`config.mk`:
```
export PLATFORM = sky130hd
export DESIGN_NAME = top_level
export DESIGN_NICKNAME = d
export VERILOG_FILES = /design/src/rtl/top_level.sv
export SDC_FILE = /design/constraint.sdc
export NUM_CORES = 1
export LEC_CHECK = 0
export BUFFER_PORTS_ARGS = -buffer_cell sky130_fd_sc_hd__clkbuf_2
export CAP_MARGIN = 10
export CORE_ASPECT_RATIO = 1.4
export CORE_MARGIN = 5
export CORE_UTILIZATION = 45
export CTS_CLUSTER_DIAMETER = 30
export DETAILED_ROUTE_END_ITERATION = 12
export PLACE_DENSITY = 0.73
export SKIP_LAST_GASP = 1
export SLEW_MARGIN = 20
export SYNTH_ARGS = -nofsm -noshare
export SYNTH_HDL_FRONTEND = slang
export SYNTH_SLANG_ARGS = --single-unit
```
`constraint.sdc`:
```
create_clock -name clock -period 1.8 [get_ports clock]
set_clock_uncertainty 0.15 [all_clocks]
set_input_delay 0.36 -clock clock [delete_from_list [all_inputs] [get_ports clock]]
set_output_delay 0.36 -clock clock [all_outputs]
set_load 0.005 [all_outputs]
```
`src/rtl/top_level.sv`:
```
// Two-input XOR with registered side-path: one-cycle registered copy,
// rise/fall pulse detection, debounced level and saturating statistics.
// C is purely combinational and follows A/B even while reset is held.
// The scalar port list is kept flat so that positional instantiation with
// three arguments connects A, B and C.
module top_level #(
   parameter int COUNT_WIDTH     = 16,
   parameter int DEBOUNCE_CYCLES = 4
) (
   input  logic                   A,
   input  logic                   B,
   output logic                   C,
   input  logic                   clock,
   input  logic                   reset_n,
   output logic                   c_q,
   output logic                   c_rise,
   output logic                   c_fall,
   output logic                   c_stable,
   output logic [COUNT_WIDTH-1:0] diff_count,
   output logic [COUNT_WIDTH-1:0] toggle_count
);

   // Debounce counter only needs to reach DEBOUNCE_CYCLES-1 before the
   // level flips, so clog2(DEBOUNCE_CYCLES) bits suffice (min 1 bit).
   localparam int DB_W = (DEBOUNCE_CYCLES > 1) ? $clog2(DEBOUNCE_CYCLES) : 1;
   localparam logic [DB_W-1:0]        DB_LAST = DB_W'(DEBOUNCE_CYCLES - 1);
   localparam logic [DB_W-1:0]        DB_ZERO = {DB_W{1'b0}};
   localparam logic [COUNT_WIDTH-1:0] CNT_MAX = {COUNT_WIDTH{1'b1}};
   localparam logic [COUNT_WIDTH-1:0] CNT_ONE = COUNT_WIDTH'(1);

   logic                   rst_release_r;
   logic                   c_q_r;
   logic                   c_q_prev_r;
   logic                   c_rise_r;
   logic                   c_fall_r;
   logic                   c_stable_r;
   logic [DB_W-1:0]        db_cnt_r;
   logic [COUNT_WIDTH-1:0] diff_count_r;
   logic [COUNT_WIDTH-1:0] toggle_count_r;

   logic                   c_s;
   logic                   c_stable_s;
   logic [DB_W-1:0]        db_cnt_s;
   logic [COUNT_WIDTH-1:0] diff_next_s;
   logic [COUNT_WIDTH-1:0] toggle_next_s;

   assign c_s = A ^ B;
   assign C   = c_s;

   // Retime reset release: asserts immediately, releases on the first edge
   // so the state registers start updating on the second edge after release.
   always_ff @(posedge clock or negedge reset_n) begin
      if (!reset_n) begin
         rst_release_r <= 1'b0;
      end else begin
         rst_release_r <= 1'b1;
      end
   end

   // Debounce: count consecutive samples that disagree with the stable level.
   always_comb begin
      db_cnt_s   = db_cnt_r;
      c_stable_s = c_stable_r;
      if (c_s != c_stable_r) begin
         if (db_cnt_r == DB_LAST) begin
            c_stable_s = c_s;
            db_cnt_s   = DB_ZERO;
         end else begin
            db_cnt_s   = db_cnt_r + DB_W'(1);
         end
      end else begin
         db_cnt_s = DB_ZERO;
      end
   end

   // Saturating statistics: cycles with C high and c_q transitions.
   always_comb begin
      diff_next_s   = diff_count_r;
      toggle_next_s = toggle_count_r;
      if (c_s && (diff_count_r != CNT_MAX)) begin
         diff_next_s = diff_count_r + CNT_ONE;
      end else begin
         diff_next_s = diff_count_r;
      end
      if ((c_rise_r || c_fall_r) && (toggle_count_r != CNT_MAX)) begin
         toggle_next_s = toggle_count_r + CNT_ONE;
      end else begin
         toggle_next_s = toggle_count_r;
      end
   end

   // Side-path state: clears asynchronously, holds until reset release is retimed.
   always_ff @(posedge clock or negedge reset_n) begin
      if (!reset_n) begin
         c_q_r          <= 1'b0;
         c_q_prev_r     <= 1'b0;
         c_rise_r       <= 1'b0;
         c_fall_r       <= 1'b0;
         c_stable_r     <= 1'b0;
         db_cnt_r       <= DB_ZERO;
         diff_count_r   <= {COUNT_WIDTH{1'b0}};
         toggle_count_r <= {COUNT_WIDTH{1'b0}};
      end else if (!rst_release_r) begin
         c_q_r          <= 1'b0;
         c_q_prev_r     <= 1'b0;
         c_rise_r       <= 1'b0;
         c_fall_r       <= 1'b0;
         c_stable_r     <= 1'b0;
         db_cnt_r       <= DB_ZERO;
         diff_count_r   <= {COUNT_WIDTH{1'b0}};
         toggle_count_r <= {COUNT_WIDTH{1'b0}};
      end else begin
         c_q_r          <= c_s;
         c_q_prev_r     <= c_q_r;
         c_rise_r       <= c_q_r & ~c_q_prev_r;
         c_fall_r       <= ~c_q_r & c_q_prev_r;
         c_stable_r     <= c_stable_s;
         db_cnt_r       <= db_cnt_s;
         diff_count_r   <= diff_next_s;
         toggle_count_r <= toggle_next_s;
      end
   end

   assign c_q          = c_q_r;
   assign c_rise       = c_rise_r;
   assign c_fall       = c_fall_r;
   assign c_stable     = c_stable_r;
   assign diff_count   = diff_count_r;
   assign toggle_count = toggle_count_r;

endmodule

```
Word-level counts from Yosys, hierarchy flattened. Cells that the tools add are included.

Output and inout bits: 37. Register bits after elaboration: 40.

Equal/unequal tests: 8. Add/sub/neg operators: 3. Reduce and logical (&&, ||, !) cells: 4. Bitwise gates (word level): 5. Mux-type cells: 14.

Operator list (number): 16-bit two-way mux (4); 16-bit by 1-bit adder with 16-bit output, second input constant (2); 16-bit inequality test, second input constant (2); 2-bit by 1-bit inequality test with 1-bit output, second input constant (4); 1-bit two-way mux (7); 2-bit two-way mux (3); 2-bit by 1-bit adder with 2-bit output, second input constant (1); 1-bit AND (2); 2-bit equality test, second input constant (1); 1-bit logical AND (2); 1-bit inverter (2); 2-bit AND reduction (1); 1-bit logical OR (1); 1-bit inequality test (1); 1-bit bitwise XOR (1).

Logic depth before layout (Yosys ltp). Gate-level depths: netlist of run 1.

Depth in word-level cells: 4. Gate-level depth with buffers: 6. Depth with buffers taken out: 5.

Worst setup path before layout of run 1. No wires, ideal clock.

Path kind: reg2reg. From: register diff_count_r[0], in the netlist diff_count[0]. To: register diff_count_r[15], in the netlist diff_count[15]. Path slack: -0.184 ns. Stages on the path, launching flop included: 7. Clock period less this slack: 1.984 ns. Path buffers: 1. Library setup time: 0.120 ns. Required time: 1.530 ns. Arrival: 1.714 ns. Cells stage by stage: dfrtp_1 > ha_1 > nand4_1 > clkbuf_1 > nand2_1 > or4_1 > o211a_1.

Longest elaborated chain between the ends: 3.

RTL lines: start, declared (RTL line 38) `logic [COUNT_WIDTH-1:0] diff_count_r;`; start signal, assigned (RTL line 101) `diff_count_r <= {COUNT_WIDTH{1'b0}};`; start signal, assigned (RTL line 110) `diff_count_r <= {COUNT_WIDTH{1'b0}};`; start signal, assigned (RTL line 119) `diff_count_r <= diff_next_s;`; 16-bit by 1-bit adder with 16-bit output or 16-bit inequality test (tied branches) (RTL line 81, 80); 16-bit two-way mux or 1-bit logical AND (tied branches) (RTL line 80) `if (c_s && (diff_count_r != CNT_MAX)) begin`; 16-bit two-way mux or 2-bit by 1-bit inequality test with 1-bit output (tied branches).

Several ways; a longest one is shown, not always the timed one. The select of a mux whose other input is x is not followed. A chain may end at the register's enable or synchronous reset.

Final worst setup path of run 1.
From: register diff_count_r[0], in the netlist diff_count[0]. To: register diff_count_r[5], in the netlist diff_count[5].

The elaborated chain is that of the path after synthesis.

==> results of run 1 <==
-- metrics by stage --
| stage | std cells | hold slack [ns] |
|---|---|---|
| finish | 365 | 0.267 |
| floorplan | 216 | -0.0856 |
| global placement | 350 | 0.203 |
| CTS | 359 | 0.268 |
| detailed placement | 350 | 0.203 |
| global route | 365 | 0.285 |
-- sequential cells by signal (all words and copies together), names as in the netlist --
signal and flops:
c_q 1, c_rise 1, c_fall 1, rst_release_r 1, diff_count 16, c_stable 1, toggle_count 16, c_q_prev_r 1
db_cnt_r 2
-- per-layer routing --
layer  GRT usage (%)  vias to the layer above  routed length [um]
li1                -                      993                   -
met1            20.6                     1028                2200
met2            32.7                       73                3110
met3            3.06                       10                 307
met4            8.29                        0                  97
met5               0                        -                   0
-- power by group through the flow --
stage | clock network (uW) | logic [uW] | registers, uW
after floorplan | 0 | 63.4 | 949
after global placement | 0 | 144 | 947
after detailed placement | 0 | 148 | 948
after CTS | 645 | 150 | 931
after global routing | 682 | 178 | 933
final | 632 | 156 | 931
-- cells in the mapped netlist (all sizes together), types with 4 or more instances --
cell type	number	share of area [%]
a21boi	11	3.8
and2	6	1.7
and4	4	1.6
clkbuf	7	1.2
dfrtp	40	46
inv	6	1.0
mux2i	7	3.2
nand2	22	3.8
nand2b	9	2.6
nand3	10	2.3
nand4	9	3.2
nor3	8	2.1
nor4	6	2.0
o211ai	4	1.4
o21ai	6	1.4
o31ai	13	4.5
or4	10	3.5
-- path summary, 6_finish.rpt --
check                                                to  slack (ns)  cells past startpoint
min reg2reg                            c_rise$_DFF_PN0_        0.27                      1
max reg2reg                   diff_count[5]$_DFFE_PN0P_       -0.02                      7
max in group asynchronous   toggle_count[3]$_DFFE_PN0P_        0.86                      3
max                           diff_count[5]$_DFFE_PN0P_       -0.02                      7
min in group asynchronous  toggle_count[15]$_DFFE_PN0P_        0.41                      3
min                                    c_rise$_DFF_PN0_        0.27                      1
-- layout make-up --
class	count	area [sq um]
Clock buffer	6	82.6
Clock inverter	2	10.0
Fill cell	406	1740
Inverter	6	22.5
Multi-Input combinational cell	162	1250
Sequential cell	40	1000
Tap cell	64	80.1
Timing Repair Buffer	85	577
-- timing repair --
action,4_1_cts,5_1_grt
resized for setup,5,30
hold endpoints to repair,40,0
setup endpoints to repair,8,25
setup buffers,0,7
hold buffers,1,0
pin swaps,1,15
-- critical path, delay by kind of cell (launching register included) --
family | cells | cell delay (ns)
AO/OA/AOI/OAI | 1 | 0.15
adder cells (fa/ha/maj) | 1 | 0.20
buffers and inverters | 2 | 0.29
flip-flops | 1 | 0.40
AND/OR/NAND/NOR | 3 | 0.56
-- cells by family (layout without fill, tap and decap cells) --
group | after synthesis | after routing | share of synthesized area [%]
AO/OA/AOI/OAI | 49 | 49 | 17.4
XOR/XNOR | 5 | 5 | 2.02
adder cells (fa/ha/maj) | 3 | 3 | 1.73
buffers and inverters | 14 | 99 | 2.48
flip-flops | 40 | 40 | 46.2
multiplexers | 7 | 7 | 3.23
other | 1 | 1 | 0.173
AND/OR/NAND/NOR | 97 | 97 | 26.7
==> summary.txt, run 1 <==
Status -> complete, but fails checks
Failing checks -> negative setup slack
DR pass1 iterations -> 5
Via Count -> 2104
FF-to-FF Start -> diff_count[0]$_DFFE_PN0P_
Net switching power -> 425 uW
Register area share after synthesis -> 46.2%
Core area -> 4770 sq um
Crit path cell chain -> ha_2, nand4_1, buf_4, nor4_4, buf_6, or4_1, a21boi_1
Initial antenna violation count -> 0
Worst hold start -> c_q_prev_r$_DFF_PN0_
# rows -> 30
Htree depth -> 2
Post-route ant nets -> 0
IO buf count -> 40
Dpl hpwl -> 3.85 mm
Fin crit share -> 101%
Final Util -> 63.5%
Slowest cell on the critical path -> or4_1
DRC violations left -> 0
Ys flop type -> dfrtp_1
CTS tree -> built
Clk slew on worst S/H paths -> 0.08 ns
Most frequent cells in the layout -> clkbuf_2 (40), buf_4 (39), dfrtp_1 (38), nand2_1 (22), o31ai_1 (13)
Critical path peak fanout -> 10
Fin area -> 3030 sq um
DP Worst Slack -> -0.0817 ns
FF+latch count, synth -> 40
Avg Inst Size Synth -> 10.0 sq um
Clk sinks -> 40
Final net count -> 307
Final wirelength -> 5.72 mm
RD Place Congestion -> 0.841
Worst Path Required -> 1.86 ns
Starting Density -> 45.5%
Gate power share -> 9.1%
Layout cells sized above 1 -> 38.9%
Cell area after placement -> 2740 sq um
Post-Syn Area -> 2170 sq um
Avg WL per Cell -> 15.7 um
Peak supply drop -> 400 uV
Most common library cell in the layout ignoring fill and taps -> clkbuf_2
Final setup viols -> 2
Net Sw Frac -> 24.7%
Cells after Synth -> 216
Worst Hold Class -> reg2reg
Die X -> 68.7 um
Gr usage total -> 18.5%
Final Max Slew Viols -> 0
Die area -> 6320 sq um
Setup ws final -> -0.0237 ns
Vias in the first global route -> 2021
Clk pwr share -> 36.8%
DR vias/cell -> 5.76
Internal Power -> 1290 uW
Mapped Nets -> 223
WS Path Type -> reg2reg
Fmax -> 548 MHz
First-pass GRT wire length -> 8.95 mm
Worst-Skew Late Latency -> 0.30 ns
Number of CTS-inserted buffers -> 5
Pwr Density -> 568 nW/um^2
Largest net degree at the start of global routing -> 41
Die H -> 92.1 um
Max stage delay on crit path -> 0.41 ns
Inserted Diodes -> 0
CTS root buffer -> clkbuf_8
Worst Setup End Kind -> flip-flop
Netlist cell types -> 49
RSZ-0062 raised after global routing -> true
Total Power -> 1720 uW
Seq pwr share -> 54.2%
Worst-case clock buffer depth -> 2
Arrival time at the worst endpoint -> 1.89 ns
Asr flop ratio synth -> 100%
Synth Warn # -> 0
Worst setup SP type -> flip-flop
Post-synth EDFFs -> 0
IO Pins -> 41
GRT overflow -> 0
Max_cap viols -> 0
Layout area overhead -> 39.6%
Final setup TNS -> -0.0339 ns
Min Tclk post-route -> 1.82 ns
Drt first-iter violations -> 171
Crit path from -> diff_count[0]$_DFFE_PN0P_
Hold Fails Final Rpt -> 0
Leakage -> 0.00140 uW
(Power assumes the default switching activity.)
==> inputs of run 2 (changes only) <==
--- a/config.mk
+++ b/config.mk
@@ -12,5 +12,4 @@
 export CORE_UTILIZATION = 45
-export CTS_CLUSTER_DIAMETER = 30
 export DETAILED_ROUTE_END_ITERATION = 12
-export PLACE_DENSITY = 0.73
+export PLACE_DENSITY = 0.7
 export SKIP_LAST_GASP = 1
==> constraint.sdc (replaced) <==
create_clock -name clock -period 1.75 [get_ports clock]
set_clock_uncertainty 0.15 [all_clocks]
set_input_delay 0.0875 -clock clock [delete_from_list [all_inputs] [get_ports clock]]
set_output_delay 0.0875 -clock clock [all_outputs]
set_load 0.005 [all_outputs]
==> run 2 against run 1 <==
The flow still finishes with violations (negative setup slack). Global-route usage down 0.78 points. Die area unchanged. Sequential power up 2.8%. Largest cell class unchanged. Via count down 2.4%. Worst setup slack worse by 0.070 ns. Wire length down 5.7%. Combinational power down 3%.
==> summary.txt, run 2 (same netlist as run 1, synthesis figures left out) <==
Status -> complete, but fails checks
Failing checks -> negative setup slack
Slowest cell on the critical path -> or4_4
Most frequent cells in the layout -> buf_4 (41), clkbuf_2 (40), dfrtp_1 (35), nand2_1 (22), o31ai_1 (13)
R2r worst-path depth -> 7 (unchanged)
Dpl hpwl -> 3.78 mm (-1.8%)
GRT overflow -> 0 (unchanged)
Crit path top cell by count -> buf_4
Max_cap viols -> 0 (unchanged)
Largest net degree at the start of global routing -> 41 (unchanged)
WHS Path Cells -> 4 (+3)
Setup ws final -> -0.0938 ns (-0.0700 ns)
DR pass1 iterations -> 4 (-1)
Hold WS -> 0.165 ns (-0.102 ns)
Vias in the first global route -> 1950 (-3.5%)
Avg WL per Cell -> 14.7 um (-6.4%)
RSZ-0062 raised after global routing -> true
Worst Hold Class -> in2reg
DR vias/cell -> 5.58 (-3.2%)
Core area -> 4770 sq um (unchanged)
Fin crit share -> 105% (+4.0 points)
RD Place Congestion -> 0.750 (-11%)
# rows -> 30 (unchanged)
Drt first-iter violations -> 84 (-51%)
Starting Density -> 45.5% (unchanged)
CTS tree -> built
Worst Setup End Kind -> flip-flop
Final Util -> 64.0% (+0.50 points)
Number of CTS-inserted buffers -> 5 (unchanged)
Die H -> 92.1 um (unchanged)
Leakage -> 0.00139 uW (-1.3%)
Worst Path Required -> 1.78 ns (-0.08 ns)
Worst-Skew Late Latency -> 0.29 ns (about the same)
Reg-to-Reg End -> diff_count[15]$_DFFE_PN0P_
Inserted Diodes -> 0 (unchanged)
Fmax -> 542 MHz (-1.1%)
Via Count -> 2054 (-2.4%)
Critical path peak fanout -> 4 (-6)
Final Max Slew Viols -> 0 (unchanged)
Max-slew headroom -> 59.0%
Crit path cell chain -> ha_2, nand4_1, buf_4, buf_4, nand2_1, or4_4, o211a_1
Hold Fails Final Rpt -> 0 (unchanged)
Gr usage total -> 17.7% (-0.78 points)
Worst setup SP type -> flip-flop
First-pass GRT wire length -> 8.66 mm (-3.2%)
Pwr Density -> 610 nW/um^2 (+7.4%)
Pin slew with the least headroom to its limit -> 0.612 ns
Worst-case clock buffer depth -> 2 (unchanged)
Clk slew on worst S/H paths -> 0.08 ns (about the same)
Htree depth -> 2 (unchanged)
Initial antenna violation count -> 0 (unchanged)
Post-route ant nets -> 0 (unchanged)
Fillers -> 409 (+0.74%)
Worst hold start -> A
CTS root buffer -> clkbuf_8
DRC violations left -> 0 (unchanged)
Multi-input logic area -> 1250 sq um (-0.30%)
IO buf count -> 40 (unchanged)
Layout cells sized above 1 -> 41.8% (+2.9 points)
Max stage delay on crit path -> 0.46 ns (+0.05 ns)
Final wirelength -> 5.39 mm (-5.7%)
Register area -> 1010 sq um (+0.37%)
Arrival time at the worst endpoint -> 1.87 ns (-0.02 ns)
Final setup viols -> 8 (+6)
Final net count -> 310 (+0.98%)
FF-to-FF Start -> diff_count[0]$_DFFE_PN0P_
Layout area overhead -> 40.7%
Clk sinks -> 40 (unchanged)
Peak supply drop -> 435 uV (+8.7%)
Die area -> 6320 sq um (unchanged)
Hold EP -> c_q$_DFF_PN0_
R2r setup slk -> -0.09 ns (-0.07 ns)
Most common library cell in the layout ignoring fill and taps -> buf_4
Min Tclk post-route -> 1.84 ns (+0.0200 ns)
Die X -> 68.7 um (unchanged)
IO Pins -> 41 (unchanged)
WS Path Type -> reg2reg
[run 2: cell count changes in the layout (fill, tap and decap cells not counted), moves of 2 or more]
cell      change
nor4_2        +6
buf_4         +2
a21boi_1      -2
buf_6         +3
nor3_1        -2
nor4_1        -3
dfrtp_2       +3
dfrtp_1       -3
buf_12        -2
nor4_4        -3
[run 2: critical path, delay by kind of cell (launching register included)]
| family | cells | cell delay [ns] |
|---|---|---|
| simple gates | 3 | 0.63 |
| compound gates | 1 | 0.13 |
| buf+inv | 2 | 0.26 |
| fa+ha+maj | 1 | 0.18 |
| flops | 1 | 0.38 |
[run 2: cell type report]
type                    instances  area share (%)
well taps                      64            2.63
inverters                       6           0.739
repair buffers                 88            19.2
clock buffers                   6            2.38
multi-input cells             162            40.9
clock inverters                 2            1.15
flip-flops and latches         40            33.0
[run 2: timing repair]
action / in CTS / in global routing
buffers inserted: 4 / 4
endpoints found under the hold margin: 40 / 0
setup endpoints to repair: 12 / 29
pin swaps: 4 / 14
gates resized for setup: 1 / 40
cloned: 0 / 1
hold buffers: 1 / 0
[run 2: per-layer routing]
metal	global-route usage (%)	part of all wire, %
met1	19.6	40
met2	32.3	55
met3	3.55	3.7
met4	5.47	0.57
met5	0	0
[run 2: power breakdown]
group	internal [uW]	total [uW]	switching, uW
sequential	941	957	16.0
clock	424	752	328
combinational	65.5	152	86.0
[run 2: per-stage QoR]
| stage | area [sq um] | TNS [ns] | std cells | total power, uW | worst slack (ns) |
|---|---|---|---|---|---|
| floorplan | 2190 | -0.0889 | 216 | 1040 | -0.0352 |
| global placement | 2720 | -0.225 | 350 | 1110 | -0.0847 |
| detailed placement | 2720 | -0.606 | 350 | 1120 | -0.153 |
| CTS | 2860 | -0.543 | 363 | 1870 | -0.0973 |
| global route | 3050 | -1.58 | 368 | 1930 | -0.164 |
| finish | 3050 | -0.363 | 368 | 1860 | -0.0938 |
[run 2: worst max path at each step]
| stage | start | slack (ns) | endpoint |
|---|---|---|---|
| floorplan | toggle_count[0]$_DFFE_PN0P_ | -0.04 | toggle_count[12]$_DFFE_PN0P_ |
| global placement | diff_count[1]$_DFFE_PN0P_ | -0.08 | diff_count[14]$_DFFE_PN0P_ |
| detailed placement | diff_count[1]$_DFFE_PN0P_ | -0.15 | diff_count[14]$_DFFE_PN0P_ |
| CTS | diff_count[1]$_DFFE_PN0P_ | -0.1 | diff_count[12]$_DFFE_PN0P_ |
| global route | diff_count[0]$_DFFE_PN0P_ | -0.16 | diff_count[15]$_DFFE_PN0P_ |
| finish | diff_count[0]$_DFFE_PN0P_ | -0.09 | diff_count[15]$_DFFE_PN0P_ |
==> inputs of run 3 (changes only) <==
GPL_TIMING_DRIVEN = 0   (was not set)
SLEW_MARGIN = not set   (was 20)
==> run 3 against run 2 <==
The run still ends with negative setup slack left. Non-clock buffer count down 16. Fmax barely moved. Cell count shrank 4.1%. Design area shrank 2.6%. Global-route usage up 1.8 points. Clock power decreased by 18%. Critical path type unchanged. Largest power group unchanged.
==> summary.txt, run 3 (same netlist as run 1, synthesis figures left out) <==
DR vias/cell -> 5.86 (+5.0%)
Clk slew on worst S/H paths -> 0.08 ns (about the same)
CTS tree -> built
Htree depth -> 2 (unchanged)
Pwr Density -> 582 nW/um^2 (-4.6%)
Starting Density -> 45.5% (unchanged)
Layout cells sized above 1 -> 39.8% (-2.0 points)
Worst-Skew Late Latency -> 0.29 ns (about the same)
Max_cap viols -> 0 (unchanged)
Worst Hold Class -> in2reg
Pin slew with the least headroom to its limit -> 1.01 ns (+0.396 ns)
Drt first-iter violations -> 122 (+45%)
DR pass1 iterations -> 4 (unchanged)
Cells after DPL -> 320 (-8.6%)
CTS root buffer -> clkbuf_8
Worst Path Required -> 1.79 ns (about the same)
Number of CTS-inserted buffers -> 5 (unchanged)
WHS Path Cells -> 4 (unchanged)
Via Count -> 2069 (+0.73%)
Die area -> 6320 sq um (unchanged)
RSZ-0062 raised after global routing -> true
Vias in the first global route -> 2024 (+3.8%)
Worst setup SP type -> flip-flop
Final Max Slew Viols -> 0 (unchanged)
Die X -> 68.7 um (unchanged)
Final wirelength -> 5.83 mm (+8.2%)
Most common library cell in the layout ignoring fill and taps -> clkbuf_2
Core area -> 4770 sq um (unchanged)
Peak supply drop -> 368 uV (-15%)
Max-slew headroom -> 32.8% (-26 points)
Initial antenna violation count -> 0 (unchanged)
Worst-case clock buffer depth -> 2 (unchanged)
R2r worst-path depth -> 6 (-1)
WS Path Type -> reg2reg
Die H -> 92.1 um (unchanged)
Final net count -> 295 (-4.8%)
Layout area overhead -> 37.0%
IO Pins -> 41 (unchanged)
Dpl hpwl -> 3.61 mm (-4.5%)
Arrival time at the worst endpoint -> 1.88 ns (about the same)
Critical path peak fanout -> 6 (+2)
Setup ws final -> -0.0950 ns (-0.00122 ns)
# rows -> 30 (unchanged)
Fmax -> 542 MHz (about the same)
DRC violations left -> 0 (unchanged)
Final setup viols -> 7 (-1)
Failing checks -> negative setup slack
First-pass GRT wire length -> 9.54 mm (+10%)
Fin crit share -> 105% (about the same)
Finished Layout Cells -> 353 (-4.1%)
Largest net degree at the start of global routing -> 41 (unchanged)
Gr usage total -> 19.5% (+1.8 points)
Avg WL per Cell -> 16.5 um (+13%)
RD Place Congestion -> 0.751 (about the same)
Min Tclk post-route -> 1.84 ns (+0.00122 ns)
Leakage -> 0.00135 uW (-2.8%)
Clk sinks -> 40 (unchanged)
Status -> complete, but fails checks
Worst Setup End Kind -> flip-flop
Hold WS -> 0.136 ns (-0.0287 ns)
Post-route ant nets -> 0 (unchanged)
Inserted Diodes -> 0 (unchanged)
GRT overflow -> 0 (unchanged)
Most frequent cells in the layout -> clkbuf_2 (43), dfrtp_1 (34), buf_4 (23), nand2_1 (21), o31ai_1 (13)
Hold Fails Final Rpt -> 0 (unchanged)
IO buf count -> 40 (unchanged)
## run 3: cell count changes in the layout (fill, tap and decap cells not counted), sizes merged
cell    previous run  this run
clkbuf            46        52
buf               47        24
bufinv             1         0
nor3               8         9
clkinv             1         3
## run 3: routing by layer
| metal | GRT usage, % | vias up | wire, um | share of wire [%] |
|---|---|---|---|---|
| li1 | - | 970 | - | - |
| met1 | 24.2 | 1030 | 2420 | 42 |
| met2 | 31.7 | 60 | 2990 | 51 |
| met3 | 3.92 | 9 | 288 | 4.9 |
| met4 | 8.29 | 0 | 136 | 2.3 |
| met5 | 0 | - | 0 | 0 |
## run 3: worst max-delay path, cell delays in order, from the launching register on
cell	delay, ns
dfrtp_1	0.39
ha_2	0.19
nand4_1	0.17
clkbuf_8	0.20
nand2_2	0.05
or4_1	0.46
o211a_1	0.14
## run 3: stage by stage
step	cell area, sq um	util, %	setup TNS, ns	power (uW)	setup WS, ns
finish	2970	62.3	-0.295	1730	-0.0950
global route	2970	62.3	-2.06	1810	-0.173
CTS	2790	58.6	-0.997	1740	-0.124
detailed placement	2470	51.9	-5.85	1100	-0.301
global placement	2470	51.9	-5.10	1100	-0.271
floorplan	2190	-	-0.0889	1040	-0.0352
## run 3: what timing repair did
item,CTS,global route
gates resized for setup,26,28
hold buffers,1,0
setup buffers,15,8
endpoints found under the setup margin,32,33
gates cloned,1,1
pin swaps,13,18
hold endpoints to repair,40,0
## run 3: cell type report
cell class | instances | area [sq um]
flip-flops and latches | 40 | 1010
well taps | 64 | 80.1
inverters | 6 | 22.5
plain buffers | 8 | 51.3
repair buffers | 64 | 383
clock inverters | 3 | 18.8
fillers | 400 | 1800
multi-input cells | 163 | 1340
clock buffers | 5 | 68.8
## run 3: path summary, 6_finish.rpt
check,endpoint,slack [ns],from
max,diff_count[15]$_DFFE_PN0P_,-0.09,diff_count[1]$_DFFE_PN0P_
min,c_q$_DFF_PN0_,0.14,A
max reg2reg,diff_count[15]$_DFFE_PN0P_,-0.09,diff_count[1]$_DFFE_PN0P_
min reg2reg,c_rise$_DFF_PN0_,0.27,c_q_prev_r$_DFF_PN0_
max in group asynchronous,toggle_count[3]$_DFFE_PN0P_,0.43,reset_n
min in group asynchronous,toggle_count[14]$_DFFE_PN0P_,0.34,reset_n
## run 3: where the power goes
part | internal (uW) | total, uW | switching, uW
sequential | 942 | 958 | 16.3
clock | 278 | 619 | 341
combinational | 59.5 | 151 | 91.4
